### src/rtl/uart_tx_arbiter_if.sv
// Byte-request / serial-line bundle between the two requesters and the shared UART transmitter.
interface uart_tx_arbiter_if #(
  parameter int DBIT = 8
);
  logic            req0;
  logic [DBIT-1:0] din0;
  logic            req1;
  logic [DBIT-1:0] din1;
  logic            ack0;
  logic            ack1;
  logic            tx_busy;
  logic            tx_done_tick;
  logic            tx;

  modport master (
    output req0, din0, req1, din1,
    input  ack0, ack1, tx_busy, tx_done_tick, tx
  );

  modport slave (
    input  req0, din0, req1, din1,
    output ack0, ack1, tx_busy, tx_done_tick, tx
  );
endinterface

### src/rtl/uart_tx_arbiter.sv
// Round-robin arbiter plus 16x-oversampled UART serializer shared by two byte requesters.
// Optional even-parity bit after the data bits when UART_TX_PARITY_EN is defined.
module uart_tx_arbiter #(
  parameter int DBIT    = 8,
  parameter int SB_TICK = 16
) (
  input  logic              clk,
  input  logic              reset,
  input  logic              s_tick,
  uart_tx_arbiter_if.slave  bus
);

`ifdef UART_TX_PARITY_EN
  typedef enum logic [2:0] {
    IDLE   = 3'd0,
    START  = 3'd1,
    DATA   = 3'd2,
    PARITY = 3'd3,
    STOP   = 3'd4
  } state_t;

  function automatic logic even_parity(input logic [DBIT-1:0] d);
    return ^d;
  endfunction

  logic par_r;
`else
  typedef enum logic [2:0] {
    IDLE  = 3'd0,
    START = 3'd1,
    DATA  = 3'd2,
    STOP  = 3'd4
  } state_t;
`endif

  state_t          state_r;
  logic [4:0]      s_r;
  logic [2:0]      n_r;
  logic [DBIT-1:0] b_r;
  logic            last_grant_r;
  logic            ack0_r;
  logic            ack1_r;
  logic            busy_r;
  logic            done_r;
  logic            tx_r;
  logic            grant0_s;
  logic            grant1_s;

  assign bus.ack0         = ack0_r;
  assign bus.ack1         = ack1_r;
  assign bus.tx_busy      = busy_r;
  assign bus.tx_done_tick = done_r;
  assign bus.tx           = tx_r;

  // Grant selection: a lone requester wins, contention goes to the one not served last.
  always_comb begin
    grant0_s = 1'b0;
    grant1_s = 1'b0;
    if (bus.req0 && (!bus.req1 || last_grant_r)) begin
      grant0_s = 1'b1;
    end else if (bus.req1) begin
      grant1_s = 1'b1;
    end else begin
      grant0_s = 1'b0;
      grant1_s = 1'b0;
    end
  end

  // Arbiter/serializer FSM; tx is loaded with the value of the state being entered.
  always_ff @(posedge clk or posedge reset) begin
    if (reset) begin
      state_r      <= IDLE;
      s_r          <= 5'd0;
      n_r          <= 3'd0;
      b_r          <= '0;
      last_grant_r <= 1'b1;
      ack0_r       <= 1'b0;
      ack1_r       <= 1'b0;
      busy_r       <= 1'b0;
      done_r       <= 1'b0;
      tx_r         <= 1'b1;
`ifdef UART_TX_PARITY_EN
      par_r        <= 1'b0;
`endif
    end else begin
      ack0_r <= 1'b0;
      ack1_r <= 1'b0;
      done_r <= 1'b0;
      case (state_r)
        IDLE: begin
          if (grant0_s) begin
            b_r          <= bus.din0;
            ack0_r       <= 1'b1;
            last_grant_r <= 1'b0;
            s_r          <= 5'd0;
            n_r          <= 3'd0;
            state_r      <= START;
            tx_r         <= 1'b0;
            busy_r       <= 1'b1;
`ifdef UART_TX_PARITY_EN
            par_r        <= even_parity(bus.din0);
`endif
          end else if (grant1_s) begin
            b_r          <= bus.din1;
            ack1_r       <= 1'b1;
            last_grant_r <= 1'b1;
            s_r          <= 5'd0;
            n_r          <= 3'd0;
            state_r      <= START;
            tx_r         <= 1'b0;
            busy_r       <= 1'b1;
`ifdef UART_TX_PARITY_EN
            par_r        <= even_parity(bus.din1);
`endif
          end else begin
            tx_r   <= 1'b1;
            busy_r <= 1'b0;
          end
        end
        START: begin
          if (s_tick) begin
            if (s_r == 5'd15) begin
              s_r     <= 5'd0;
              state_r <= DATA;
              tx_r    <= b_r[0];
            end else begin
              s_r <= s_r + 5'd1;
            end
          end
        end
        DATA: begin
          if (s_tick) begin
            if (s_r == 5'd15) begin
              s_r <= 5'd0;
              b_r <= b_r >> 1;
              if (n_r == 3'(DBIT - 1)) begin
`ifdef UART_TX_PARITY_EN
                state_r <= PARITY;
                tx_r    <= par_r;
`else
                state_r <= STOP;
                tx_r    <= 1'b1;
`endif
              end else begin
                // b_r[1] becomes b_r[0] after this edge's shift
                n_r  <= n_r + 3'd1;
                tx_r <= b_r[1];
              end
            end else begin
              s_r <= s_r + 5'd1;
            end
          end
        end
`ifdef UART_TX_PARITY_EN
        PARITY: begin
          if (s_tick) begin
            if (s_r == 5'd15) begin
              s_r     <= 5'd0;
              state_r <= STOP;
              tx_r    <= 1'b1;
            end else begin
              s_r <= s_r + 5'd1;
            end
          end
        end
`endif
        STOP: begin
          if (s_tick) begin
            if (s_r == 5'(SB_TICK - 1)) begin
              s_r     <= 5'd0;
              state_r <= IDLE;
              done_r  <= 1'b1;
              busy_r  <= 1'b0;
              tx_r    <= 1'b1;
            end else begin
              s_r <= s_r + 5'd1;
            end
          end
        end
        default: begin
          state_r <= IDLE;
          s_r     <= 5'd0;
          busy_r  <= 1'b0;
          tx_r    <= 1'b1;
        end
      endcase
    end
  end

endmodule

### src/flat_wrapper.sv
// flat-port wrapper written by rule: the top's interface ports become plain ports
module uart_tx_arbiter_flat 
#(
  parameter int DBIT    = 8,
  parameter int SB_TICK = 16
)
  (clk, reset, s_tick, bus_req0, bus_din0, bus_req1, bus_din1, bus_ack0, bus_ack1, bus_tx_busy, bus_tx_done_tick, bus_tx);
  uart_tx_arbiter_if #(.DBIT(DBIT)) bus_i ();
  input  logic clk;
  input  logic reset;
  input  logic s_tick;
  input wire logic [$bits(bus_i.req0)-1:0] bus_req0;
  input wire logic [$bits(bus_i.din0)-1:0] bus_din0;
  input wire logic [$bits(bus_i.req1)-1:0] bus_req1;
  input wire logic [$bits(bus_i.din1)-1:0] bus_din1;
  output wire logic [$bits(bus_i.ack0)-1:0] bus_ack0;
  output wire logic [$bits(bus_i.ack1)-1:0] bus_ack1;
  output wire logic [$bits(bus_i.tx_busy)-1:0] bus_tx_busy;
  output wire logic [$bits(bus_i.tx_done_tick)-1:0] bus_tx_done_tick;
  output wire logic [$bits(bus_i.tx)-1:0] bus_tx;
  assign bus_i.req0 = bus_req0;
  assign bus_i.din0 = bus_din0;
  assign bus_i.req1 = bus_req1;
  assign bus_i.din1 = bus_din1;
  assign bus_ack0 = bus_i.ack0;
  assign bus_ack1 = bus_i.ack1;
  assign bus_tx_busy = bus_i.tx_busy;
  assign bus_tx_done_tick = bus_i.tx_done_tick;
  assign bus_tx = bus_i.tx;
  uart_tx_arbiter #(.DBIT(DBIT), .SB_TICK(SB_TICK)) u_core (.clk(clk), .reset(reset), .s_tick(s_tick), .bus(bus_i));
endmodule
### config.mk
export PLATFORM = sky130hd
export DESIGN_NAME = uart_tx_arbiter_flat
export DESIGN_NICKNAME = d
export VERILOG_FILES = /design/src/rtl/uart_tx_arbiter_if.sv /design/src/rtl/uart_tx_arbiter.sv /design/src/flat_wrapper.sv
export SDC_FILE = /design/constraint.sdc
export NUM_CORES = 1
export LEC_CHECK = 0
export BUFFER_PORTS_ARGS = -buffer_cell sky130_fd_sc_hd__buf_4
export CAP_MARGIN = 20
export CORE_MARGIN = 1.5
export CORE_UTILIZATION = 35
export CTS_CLUSTER_SIZE = 20
export DETAILED_ROUTE_END_ITERATION = 12
export PLACE_DENSITY_LB_ADDON = 0.25
export SYNTH_ARGS = -nofsm -noshare
export SYNTH_HDL_FRONTEND = slang
export SYNTH_SLANG_ARGS = --single-unit
### constraint.sdc
create_clock -name clk -period 1.45 [get_ports clk]
set_input_delay 0.2175 -clock clk [delete_from_list [all_inputs] [get_ports clk]]
set_output_delay 0.2175 -clock clk [all_outputs]
set_load 0.05 [all_outputs]
==> results of run 1 <==
-- final cells by class --
type | instances | area (um^2) | area share, %
well taps | 50 | 62.6 | 3.12
clock buffers | 3 | 41.3 | 2.06
repair buffers | 51 | 408 | 20.4
inverters | 13 | 48.8 | 2.44
clock inverters | 1 | 5.00 | 0.250
flip-flops and latches | 25 | 632 | 31.5
multi-input cells | 95 | 806 | 40.2
-- through the flow --
stage,hold WS [ns],setup WS (ns),utilization (%),cells,power (uW)
floorplan,0.243,-0.0805,-,140,1190
global placement,0.295,-0.111,46.3,229,1380
detailed placement,0.305,-0.132,46.3,229,1400
CTS,0.00335,-0.0623,49.2,237,1820
global route,0.0327,-0.146,50.4,238,1930
finish,-0.00367,-0.0390,50.4,238,1810
-- worst max-delay path: stages (launching register included) --
cell	delay, ns
dfrtp_1	0.36
ha_2	0.18
and4b_4	0.28
nand4_4	0.13
and2_4	0.21
a221oi_2	0.25
-- cells by family after synthesis --
family,count (synthesis),synth area share (%)
compound gates,44,24.8
xor+xnor,1,0.611
fa+ha+maj,3,2.62
buf+inv,20,7.07
flops,25,43.8
mux,8,5.58
simple gates,39,15.5
-- registers in the layout, indices dropped and copies added (netlist names) --
name,count
u_core.state_r,3
u_core.last_grant_r,1
u_core.s_r,5
u_core.bus.tx,1
u_core.bus.ack0,1
u_core.b_r,8
u_core.bus.tx_busy,1
u_core.bus.ack1,1
u_core.bus.tx_done_tick,1
u_core.n_r,3
-- cell usage after synthesis (all sizes together) --
cell type,count,area (um^2)
nand4,2,18.8
inv,13,48.8
nand2,5,18.8
o21a,2,15.0
o311a,1,10.0
xnor2,1,8.76
o31ai,1,7.51
a221oi,7,98.9
and4b,1,13.8
nand2b,2,12.5
or3b,1,11.3
a21boi,1,7.51
nor2,12,45.0
nor2b,1,6.26
dfrtp,23,576
o21ai,11,58.8
o22ai,2,12.5
a21o,1,7.51
o2bb2ai,2,17.5
nor4,1,6.26
buf,6,48.8
nand3,4,20.0
o311ai,1,16.3
a21oi,4,20.0
mux2i,8,80.1
o211ai,5,37.5
dfstp,2,52.6
o31a,1,8.76
ha,3,37.5
a31oi,3,18.8
clkbuf,1,3.75
nand4b,1,8.76
and2,3,18.8
or3,2,12.5
a41o,1,10.0
or2,2,15.0
a311oi,1,8.76
nor3,2,15.0
-- power by group --
part	internal [uW]	leakage (uW)	switching [uW]
Sequential	808	0.000291	67.4
Combinational	269	0.000637	247
Clock	192	0.0000255	226
Total	1270	0.000954	540
-- final timing paths --
kind                                     from  cells past startpoint                  end
worst max-delay path            u_core.s_r[0]                      5        u_core.b_r[6]
worst min register to register  u_core.bus.tx                      2        u_core.bus.tx
worst max register to register  u_core.s_r[0]                      5        u_core.b_r[6]
max in group asynchronous               reset                      3  u_core.last_grant_r
worst min-delay path                    reset                      3        u_core.b_r[3]
min in group clk                     bus_req0                      2  u_core.last_grant_r
-- per-layer routing --
| layer | part of all wire [%] | routed length, um |
|---|---|---|
| met5 | 0 | 0 |
| met4 | 0.24 | 8 |
| met1 | 43 | 1430 |
| met3 | 3.0 | 98 |
| met2 | 53 | 1770 |
-- timing repair --
action,4_1_cts,5_1_grt
resized for setup,12,6
endpoints found under the setup margin,16,20
setup buffers,4,1
hold buffers,0,0
pin swaps,7,6
==> metrics.md, run 1 <==
| Metric | Value |
|---|---|
| Met3 GRT Util | `2.53%` |
| I/O pin count | `26` |
| Filler cells | `375` |
| Met2 Resource Use GR | `30.0%` |
| DRC viols | `0` |
| First-pass GRT wire length | `5640 um` |
| Commonest non-fill, non-tap cells in the layout | `buf_4, dfrtp_1, inv_1` |
| Slew HR | `76.8%` |
| Critical path endpoint category | `flop` |
| Total core area | `3970 um^2` |
| Synthesized cell area | `1430 um^2` |
| Power density over the cells | `903 nW/um^2` |
| Measured slew at the worst slew-check pin | `0.345 ns` |
| Proportion of layout cells with a drive suffix above 1 | `45.7%` |
| Slew Limit Fails | `0` |
| Pleak | `0.000954 uW` |
| Fmax | `0.672 GHz` |
| DR WL/cell | `13.9 um` |
| Detailed-router iteration count before antenna repair | `4` |
| H-tree depth | `1` |
| Antenna-violating nets left | `0` |
| Crit path required time | `1.63 ns` |
| Setup TNS | `-0.284 ns` |
| Area Growth Syn to Fin | `39.7%` |
| M1 GR Usage | `20.4%` |
| Reg clk slew, reported paths | `0.09 ns` |
| Ys Warns | `0` |
| GRT busiest layer | `met2` |
| Antenna Cells | `0` |
| Die Ht | `67.0 um` |
| Die Footprint | `4490 um^2` |
| CTS Buf Count | `3` |
| Commonest non-fill, non-tap cell in the layout | `buf_4` |
| Max_cap viols | `0` |
| Maximum VDD drop | `0.000551 V` |
| Routability cong. | `0.774` |
| Layout Cell Area excl Fill | `2000 um^2` |
| Count of cell types in the netlist | `45` |
| Root Buffer | `clkbuf_8` |
| Sinks on the clock net | `25` |
| TritonCTS clock tree | `yes` |
| Dpl hpwl | `2480 um` |
| Final worst path period need | `1.49 ns` |
| Avg Cell Area, Syn | `10.2 um^2` |
| Synthesis-stage register bit count | `25` |
| Worst min path class | `primary input to async pin` |
| Final worst-path setup slack | `-0.0390 ns` |
| Maximum number of pins on one net before global-route repair | `26` |
| Starting density of the core | `36.1%` |
| Placed inst area | `1840 um^2` |
| Register area share after synthesis | `43.8%` |
| Initial antenna violation count | `0` |
| Tcrit/Tclk final | `103%` |
| Vias per cell | `5.18` |
| Worst skew pair latency | `0.27 ns` |
| Total Wirelength | `3300 um` |
| Hold Vio Cnt, Final | `13` |
| Critical path type | `flop to flop` |
| Arrival @ worst endpoint | `1.67 ns` |
| Crit-path max FO | `7` |
| RSZ-0062 raised after global routing | `yes` |
| IO Port Bufs | `25` |
| Final setup fails | `12` |
| Syn Nets | `164` |
| Rows | `23` |
| Global-route usage over all layers | `16.5%` |
| Drt first-iter violations | `38` |
| Outcome | `finished, violations left` |
| Layout Nets | `213` |
| Longest Clk Path Bufs | `2` |
| Hold_ws | `-0.00367 ns` |
| Vias in the first global route | `1,276` |
| Cells after Synth | `140` |
| Die W | `67.0 um` |
| Grt total ovfl | `0` |
| Clk_skew | `0.00661 ns` |
| Startpoint types | `flop` |
| R2r setup slk | `-0.04 ns` |
| Via count | `1,234` |
| Failing checks | `negative hold slack, negative setup slack` |
Note: power is estimated with default switching activity, not from simulation.
==> inputs of run 2 (changes only) <==
Settings changed: CTS_BUF_LIST set to sky130_fd_sc_hd__clkbuf_8, HOLD_SLACK_MARGIN set to 0.12.
==> run 2 against run 1 <==
  * Wire length stayed put
  * Critical path type unchanged
  * Total power is 0.12% higher
  * Final cell count is 0.42% higher
  * Non-clock buffer count is 1 higher
  * Worst setup slack stayed put
  * Die area stayed put
  * Critical endpoint unchanged
  * Utilization is 0.25 points higher
  * Global-route usage hardly changed
  * Critical path depth stayed put
  * The flow finishes with violations (negative setup slack)
==> metrics.md, run 2 (synthesized netlist as in run 1, its figures left out) <==
| Metric | Value |
|---|---|
| First-pass GRT wire length | `5660 um` |
| Global-route usage over all layers | `16.5%` |
| Critical path endpoint category | `flop` |
| Routability cong. | `0.774` |
| DRC viols | `0` |
| Sinks on the clock net | `25` |
| Power density over the cells | `900 nW/um^2` |
| Commonest non-fill, non-tap cells in the layout | `buf_4, dfrtp_1, inv_1` |
| Clock Power Share | `23.1%` |
| Hold Startpoint | `bus_req0` |
| Worst min path class | `primary input to flop` |
| IO Port Bufs | `25` |
| Layout Nets | `214` |
| Maximum number of pins on one net before global-route repair | `26` |
| Crit path required time | `1.63 ns` |
| Post-layout util | `50.7%` |
| Final worst path period need | `1.49 ns` |
| Antenna-violating nets left | `0` |
| Drt first-iter violations | `46` |
| Pleak | `0.000958 uW` |
| Vias per cell | `5.18` |
| Top flop regs | `u_core.b_r: 8 flops, u_core.s_r: 5 flops` |
| Total Wirelength | `3300 um` |
| Worst R2R Start | `u_core.s_r[0]` |
| Area Growth Syn to Fin | `40.4%` |
| Via count | `1,238` |
| Starting density of the core | `36.1%` |
| Worst skew pair latency | `0.27 ns` |
| Slew Limit Fails | `0` |
| Sw frac | `29.8%` |
| Detailed-router iteration count before antenna repair | `4` |
| Initial antenna violation count | `0` |
| I/O pin count | `26` |
| Root Buffer | `clkbuf_8` |
| Seq pwr share | `48.3%` |
| Worst R2R Path Depth | `5` |
| Startpoint types | `flop` |
| Max reg flops | `8` |
| Hold Vio Cnt, Final | `0` |
| Non-Filler Instances | `239` |
| Reg-to-reg critical path endpoint | `u_core.b_r[6]` |
| H-tree depth | `1` |
| Maximum VDD drop | `0.000551 V` |
| Comb pwr share | `28.6%` |
| Die W | `67.0 um` |
| Crit-path max FO | `7` |
| Setup TNS | `-0.284 ns` |
| Net Sw Power | `541 uW` |
| Post-Place Worst Slack | `-0.132 ns` |
| Internal power | `1270 uW` |
| CTS Buf Count | `3` |
| Proportion of layout cells with a drive suffix above 1 | `45.5%` |
| Commonest non-fill, non-tap cell in the layout | `buf_4` |
| Final worst-path setup slack | `-0.0390 ns` |
| TritonCTS clock tree | `yes` |
| R2r setup slk | `-0.04 ns` |
| Filler cells | `374` |
| Fmax | `0.672 GHz` |
| Hold EP | `u_core.last_grant_r` |
| Reg clk slew, reported paths | `0.09 ns` |
| Antenna Cells | `0` |
| Critical path type | `flop to flop` |
| DR WL/cell | `13.8 um` |
| Dpl hpwl | `2480 um` |
| Arrival @ worst endpoint | `1.67 ns` |
| Longest Clk Path Bufs | `2` |
| DP Cell Count | `229` |
| Tcrit/Tclk final | `103%` |
| RSZ-0062 raised after global routing | `yes` |
| Total core area | `3970 um^2` |
| Die Ht | `67.0 um` |
| Final setup fails | `12` |
| Largest reg by FF count | `u_core.b_r` |
| Grt total ovfl | `0` |
| Max_cap viols | `0` |
| Clk_skew | `0.00661 ns` |
| Vias in the first global route | `1,279` |
| Slew HR | `76.8%` |
| Rows | `23` |
| Outcome | `finished, violations left` |
| Measured slew at the worst slew-check pin | `0.345 ns` |
| Die Footprint | `4490 um^2` |
| Failing checks | `negative setup slack` |
| Hold path depth | `2` |
run 2: cell types whose count changed in the layout (fill, tap and decap cells not counted):
cell           before  now
dlygate4sd3_1       0    1
run 2: worst max path at each step:
stage / startpoint / endpoint / slack [ns] / cells past startpoint
2_1_floorplan: u_core.s_r[0] / u_core.b_r[0] / -0.08 / 6
4_1_cts: u_core.s_r[0] / u_core.b_r[6] / -0.06 / 5
5_1_grt: u_core.s_r[0] / u_core.b_r[0] / -0.15 / 5
3_3_place_gp: u_core.state_r[0] / u_core.s_r[0] / -0.11 / 4
3_5_place_dp: u_core.state_r[0] / u_core.s_r[0] / -0.13 / 4
6_report: u_core.s_r[0] / u_core.b_r[6] / -0.04 / 5
run 2: what timing repair did:
item	in CTS	in global routing
setup endpoints to repair	16	20
hold buffers	1	0
buffers inserted	4	1
pin swaps	7	6
gates resized for setup	12	6
endpoints found under the hold margin	23	0
run 2: metal layers:
| metal | GRT usage, % | wire [um] |
|---|---|---|
| met1 | 20.5 | 1430 |
| met2 | 30.0 | 1760 |
| met3 | 2.53 | 98 |
| met4 | 3.32 | 8 |
| met5 | 0 | 0 |
run 2: power by group through the flow:
stage,registers (uW),logic (uW),clock network [uW]
final,875,518,418
after global routing,889,574,471
after CTS,876,515,436
after detailed placement,890,505,0
after global placement,886,491,0
after floorplan,937,251,0
run 2: stage by stage:
step	area [um^2]	hold WS (ns)	total power, uW
3_3_place_gp	1840	0.295	1380
5_1_grt	2010	0.160	1930
2_1_floorplan	1460	0.243	1190
4_1_cts	1960	0.143	1830
6_report	2010	0.157	1810
3_5_place_dp	1840	0.305	1400
run 2: cell type report:
cell class	count	area (um^2)	share of cell area [%]
multi-input combinational	95	806	40.0
sequential	25	632	31.4
inverter	13	48.8	2.42
tap	50	62.6	3.11
timing repair buffer	52	418	20.8
clock inverter	1	5.00	0.249
clock buffer	3	41.3	2.05
run 2: worst max-delay path: stages (launching register included):
cell and delay (ns):
dfrtp_1 0.36, ha_2 0.18, and4b_4 0.28, nand4_4 0.13, and2_4 0.21, a221oi_2 0.25
